$ cat config.mk
export PLATFORM = sky130hd
export DESIGN_NAME = adc_spi_sampler
export DESIGN_NICKNAME = d
export VERILOG_FILES = /design/src/rtl/adc_spi_pkg.sv /design/src/rtl/sample_timer.sv /design/src/rtl/adc_spi_sampler.sv
export SDC_FILE = /design/constraint.sdc
export NUM_CORES = 1
export LEC_CHECK = 0
export CAP_MARGIN = 20
export CORE_MARGIN = 1
export CORE_UTILIZATION = 35
export DETAILED_ROUTE_END_ITERATION = 6
export GPL_ROUTABILITY_DRIVEN = 0
export MAX_ROUTING_LAYER = met4
export PLACE_DENSITY_LB_ADDON = 0.15
export SLEW_MARGIN = 20
export SYNTH_ARGS = -nofsm -noshare
export SYNTH_HDL_FRONTEND = slang
export SYNTH_SLANG_ARGS = --single-unit
$ cat constraint.sdc
create_clock -name clk -period 1.8 [get_ports clk]
set_input_delay 0.36 -clock clk [delete_from_list [all_inputs] [get_ports clk]]
set_output_delay 0.36 -clock clk [all_outputs]
set_load 0.02 [all_outputs]
$ cat src/rtl/adc_spi_pkg.sv
// adc_spi_pkg: shared types and constants for the ADC SPI sampler.
//   SAMPLE_W          - ADC word width
//   SHIFT_HALVES      - SCLK half-periods per word (two per bit)
//   DEF_CLK_DIV       - default SCLK half-period in clk cycles
//   DEF_SAMPLE_PERIOD - default clk cycles between conversion-start ticks
//   adc_state_e       - conversion FSM states
package adc_spi_pkg;

  localparam int SAMPLE_W          = 8;
  localparam int SHIFT_HALVES      = 2 * SAMPLE_W;
  localparam int DEF_CLK_DIV       = 2;
  localparam int DEF_SAMPLE_PERIOD = 64;

  typedef enum logic [1:0] {
    ST_IDLE,
    ST_CS_SETUP,
    ST_SHIFT,
    ST_DONE
  } adc_state_e;

endpackage

$ cat src/rtl/sample_timer.sv
// sample_timer: free-running conversion timer with start gating and
// overrun reporting.
//   clk, rst  - clock, synchronous active-high reset
//   en        - count enable; count is held at 0 while low
//   idle      - converter can accept a start this cycle
//   start     - tick accepted by an idle converter (combinational)
//   overrun   - registered one-cycle pulse after a tick that found the
//               converter busy
module sample_timer
  import adc_spi_pkg::*;
#(
  parameter int SAMPLE_PERIOD = DEF_SAMPLE_PERIOD
) (
  input  logic clk,
  input  logic rst,
  input  logic en,
  input  logic idle,
  output logic start,
  output logic overrun
);

  localparam int CW = (SAMPLE_PERIOD > 1) ? $clog2(SAMPLE_PERIOD) : 1;

  logic [CW-1:0] cnt;
  logic          tick;

  // Count sits at 0 while disabled, so re-enabling ticks immediately.
  assign tick  = en && !rst && (cnt == '0);
  assign start = tick && idle;

  always_ff @(posedge clk) begin
    if (rst) begin
      cnt     <= '0;
      overrun <= 1'b0;
    end else begin
      overrun <= tick && !idle;
      if (!en)
        cnt <= '0;
      else if (cnt == CW'(SAMPLE_PERIOD - 1))
        cnt <= '0;
      else
        cnt <= cnt + 1'b1;
    end
  end

endmodule

$ cat src/rtl/adc_spi_sampler.sv
// adc_spi_sampler: periodically reads an 8-bit SPI ADC (MSB first).
//   clk, rst    - clock, synchronous active-high reset
//   en          - enables the sample timer
//   adc_miso    - serial data from the ADC
//   adc_cs_n    - chip select, active low, registered
//   adc_sclk    - serial clock, idle low, registered
//   data_out    - last completed sample, updated only in DONE
//   data_valid  - one-cycle strobe in DONE
//   busy        - FSM not idle
//   overrun     - one-cycle pulse after a dropped tick
module adc_spi_sampler
  import adc_spi_pkg::*;
#(
  parameter int CLK_DIV       = DEF_CLK_DIV,
  parameter int SAMPLE_PERIOD = DEF_SAMPLE_PERIOD
) (
  input  logic                clk,
  input  logic                rst,
  input  logic                en,
  input  logic                adc_miso,
  output logic                adc_cs_n,
  output logic                adc_sclk,
  output logic [SAMPLE_W-1:0] data_out,
  output logic                data_valid,
  output logic                busy,
  output logic                overrun
);

  localparam int DW = (CLK_DIV > 1) ? $clog2(CLK_DIV) : 1;
  localparam int HW = $clog2(SHIFT_HALVES);

  adc_state_e          state_q, state_d;
  logic [DW-1:0]       div_q, div_d;
  logic [HW-1:0]       half_q, half_d;
  logic [SAMPLE_W-1:0] sh_q, sh_d;
  logic [SAMPLE_W-1:0] dout_d;
  logic                sclk_d, cs_n_d, dv_d;
  logic                idle, start, div_end;

  assign idle    = (state_q == ST_IDLE);
  assign busy    = !idle;
  assign div_end = (div_q == DW'(CLK_DIV - 1));

  sample_timer #(
    .SAMPLE_PERIOD(SAMPLE_PERIOD)
  ) u_timer (
    .clk    (clk),
    .rst    (rst),
    .en     (en),
    .idle   (idle),
    .start  (start),
    .overrun(overrun)
  );

  // Outputs are computed one cycle ahead and registered, so cs_n/sclk
  // change on the same edge as the state they belong to.
  always_comb begin
    state_d = state_q;
    div_d   = div_q;
    half_d  = half_q;
    sh_d    = sh_q;
    dout_d  = data_out;
    sclk_d  = adc_sclk;
    cs_n_d  = adc_cs_n;
    dv_d    = 1'b0;
    unique case (state_q)
      ST_IDLE: begin
        if (start) begin
          state_d = ST_CS_SETUP;
          cs_n_d  = 1'b0;
          sclk_d  = 1'b0;
          div_d   = '0;
          sh_d    = '0;
        end
      end
      ST_CS_SETUP: begin
        if (div_end) begin
          // First SCLK rise: sample the MSB on the way into SHIFT.
          state_d = ST_SHIFT;
          div_d   = '0;
          half_d  = '0;
          sclk_d  = 1'b1;
          sh_d    = {sh_q[SAMPLE_W-2:0], adc_miso};
        end else begin
          div_d = div_q + 1'b1;
        end
      end
      ST_SHIFT: begin
        if (div_end) begin
          div_d = '0;
          if (half_q == HW'(SHIFT_HALVES - 1)) begin
            // Last low half of the 8th bit has elapsed.
            state_d = ST_DONE;
            cs_n_d  = 1'b1;
            sclk_d  = 1'b0;
            dv_d    = 1'b1;
            dout_d  = sh_q;
          end else begin
            half_d = half_q + 1'b1;
            sclk_d = ~adc_sclk;
            if (!adc_sclk)
              sh_d = {sh_q[SAMPLE_W-2:0], adc_miso};
          end
        end else begin
          div_d = div_q + 1'b1;
        end
      end
      ST_DONE: begin
        state_d = ST_IDLE;
      end
      default: state_d = ST_IDLE;
    endcase
  end

  always_ff @(posedge clk) begin
    if (rst) begin
      state_q    <= ST_IDLE;
      div_q      <= '0;
      half_q     <= '0;
      sh_q       <= '0;
      data_out   <= '0;
      adc_sclk   <= 1'b0;
      adc_cs_n   <= 1'b1;
      data_valid <= 1'b0;
    end else begin
      state_q    <= state_d;
      div_q      <= div_d;
      half_q     <= half_d;
      sh_q       <= sh_d;
      data_out   <= dout_d;
      adc_sclk   <= sclk_d;
      adc_cs_n   <= cs_n_d;
      data_valid <= dv_d;
    end
  end

endmodule

==> metrics.md <==
| Metric | Value |
|---|---|
| Vias after detailed routing | between 1000 and 1500 |
| HP Class | flop to flop |
| Detailed Routing Iterations Pass 1 | 5 |
| Crit share post-route | 92.39% |
| Post-synthesis sequential area ratio | between 40% and 50% |
| CTS tree | done |
| Clk sink count | 33 |
| Fin worst setup slack | around 0.14 ns |
| Critical path buffers and inverters | 1 |
| Area after DPL | 0.001779 mm2 |
| Critical path capture point type | output port |
| Count of state elements after synthesis | 33 |
| Hold-fix buffers, CTS | 0 |
| Maxcap violations | 0 |
| Util after Layout | a little under half |
| Antenna-violating nets left | 0 |
| Crit. Startpoint | adc_sclk |
| Synthesized area per cell | 8.898 um2 |
| CP cell instances | clkdlybuf4s50_1 |
| Cell area after layout | about 0.0019 mm2 |
| Remaining global-route overflow | 0 |
| Die area | approximately 0.0046 mm2 |
| Largest stage delay, worst path | roughly 0.63 ns |
| Peak supply drop | roughly 0.00068 V |
| Clock root buffer | clkbuf_8 |
| DR iter-0 viols | between 40 and 50 |
| Starting density of the core | a little under two fifths |
| Worst R2R Start | state_q[1] |
| Crit path time final | between 1.5 and 2 ns |
| Syn Std Cell Area | about 0.0015 mm2 |
| # diodes | 0 |
| Vias in the first global route | 1241 |
| Clock Pin Slew Worst Setup and Hold Paths | around 0.06 ns |
| Layout area overhead | 22.83% |
| H-tree levels | 2 |
| Max Fanout on Critical Path | 4 |
| Reg2reg end | state_q[1] |
| Worst Clk Skew | 0.005055 ns |
| Clock Path Buffers | 2 |
| Share of layout cells above drive strength 1 | between 10 and 15% |
| I/O pin count | 17 |
| Critical Path RT | approximately 1.4 ns |
| Core area | approximately 0.004 mm2 |
| DRC | 0 |
| Input/output buffers | 16 |
| RSZ-0062 raised after global routing | no |
| Slew HR | about two thirds |
| Status | finished clean |
| Fin. max-slew vios | 0 |
| CP delay by family, top | buffers and inverters |
| Most common cell after layout, fill and taps aside | dfxtp_1 |
| Final Hold Fails | 0 |
| CP startpoint kind | flop |
| Initial antenna violation count | 0 |
| Setup tns final | 0 ns |
| First-pass GRT wire length | approximately 5.7 mm |
| Mapped Nets | about 180 |
| Crit path DAT | between 1 and 1.5 ns |
| Cell taking the most area after synthesis | dfxtp_1 |
| Final WL | about 3.3 mm |
| Drt wl/cell | 13.32 um |
| Synth unique cells | 37 |
| Slowest stage cell, crit path | clkdlybuf4s50_1 |
| Most frequent cells in the layout | 33 x dfxtp_1, 19 x nor2_1, 15 x clkdlybuf4s50_1, 14 x a21oi_1 |
| Total track usage | between 10% and 20% |
| FP Rows | 23 |
| Pre-CTS setup slack | -0.002316 ns |
| Total chip power | about 2.4 mW |
| Worst-Skew Late Latency | approximately 0.28 ns |
| Yosys warning total | 0 |
| Top-area cell type share of the netlist area | a little over two fifths |
| PD cells | ~1300 mW/mm2 |
| Num CTS Buffers | 5 |
| Largest net degree at the start of global routing | 27 |
| Final nets | 207 |
| Leakage power | between 0.7 and 0.8 nW |
| WS Path Type | flop to output port |
| Synth Instances | 170 |
| Post-DP HPWL | roughly 2.4 mm |
| Largest cells by area after synthesis | dfxtp_1 44%, ha_1 6.6%, mux2i_1 5.3% |
| Endpoints failing setup | 0 |
| F_max | around 600 MHz |
| Resized Gates After CTS | 1 |
| R2R depth | 7 |
| Critical path depth in cells | 1 |
| Worst-Margin Slew | about 0.47 ns |
| DR vias/cell | 5.126 |
| Critical path endpoint | adc_sclk |
| Die boundary width | 67.74 um |
| Post-CTS Setup Repair Bufs | 0 |
| Register-to-register setup slack | about 0.16 ns |
| Die height | 67.74 um |
flip-flops by register name, indices dropped and copies added, names as in the netlist:
register	flops
u_timer.cnt	6
div_end	1
sh_q	8
u_timer.overrun	1
data_valid	1
adc_sclk	1
data_out	8
state_q	2
half_q	4
adc_cs_n	1
power by group:
part	internal, mW	leakage [nW]	switching, mW
logic	0.416	0.442	0.598
registers	0.785	0.267	0.0361
clock network	0.267	0.0450	0.260
total	1.47	0.754	0.894
how the worst min path moves through the flow:
stage / start / to / slack [ns] / depth (start not counted)
floorplan: u_timer.cnt[0] / u_timer.cnt[0] / 0.43 / 1
global placement: u_timer.cnt[0] / u_timer.cnt[0] / 0.44 / 1
detailed placement: sh_q[0] / sh_q[1] / 0.48 / 2
CTS: sh_q[0] / sh_q[1] / 0.50 / 2
global route: data_out[2] / data_out[2] / 0.52 / 2
finish: u_timer.cnt[0] / u_timer.cnt[0] / 0.49 / 1
cells by family (layout without fill, tap and decap cells):
| logic type | Yosys count | after routing | synth area share (%) |
|---|---|---|---|
| XOR/XNOR | 3 | 3 | 1.737 |
| adder cells (fa/ha/maj) | 8 | 8 | 6.617 |
| AO/OA/AOI/OAI | 44 | 44 | 17.95 |
| AND/OR/NAND/NOR | 56 | 56 | 19.11 |
| buffers and inverters | 18 | 44 | 5.624 |
| multiplexers | 8 | 8 | 5.294 |
| flip-flops | 33 | 33 | 43.67 |
area by class of cell:
class	count	area, um2
well taps	50	62.56
flip-flops and latches	33	660.6
clock inverters	2	10.01
inverters	9	33.78
repair buffers	27	250.2
clock buffers	6	72.57
multi-input cells	119	768.2
fillers	421	2228
metal layers:
layer	routed length (um)	track usage (%)	vias up
li1	-	-	654
met5	0	-	-
met4	55	7.181	0
met3	105	5.068	6
met2	1545	27.48	22
met1	1570	20.59	579
Yosys cell counts, drive strengths merged:
master,count
dfxtp,33
nor2,19
o21ai,16
a21oi,14
inv,9
nand2,9
nand4,9
ha,8
mux2i,8
nand3,8
buf,5
and3,4
clkbuf,4
a31oi,3
a31o,2
or3,2
xor2,2
a211oi,1
a21boi,1
a311oi,1
and2,1
nand4b,1
nor2b,1
nor3b,1
nor4,1
o21a,1
o21bai,1
o311ai,1
o31a,1
o32ai,1
o41ai,1
xnor2,1
per-stage QoR:
stage | hold slack [ns] | std cells
4_1_cts | 0.4965 | 246
5_1_grt | 0.5187 | 246
2_1_floorplan | 0.4297 | 170
6_report | 0.4870 | 246
3_5_place_dp | 0.4801 | 238
3_3_place_gp | 0.4439 | 238
Power figures use the tool's default switching activity.
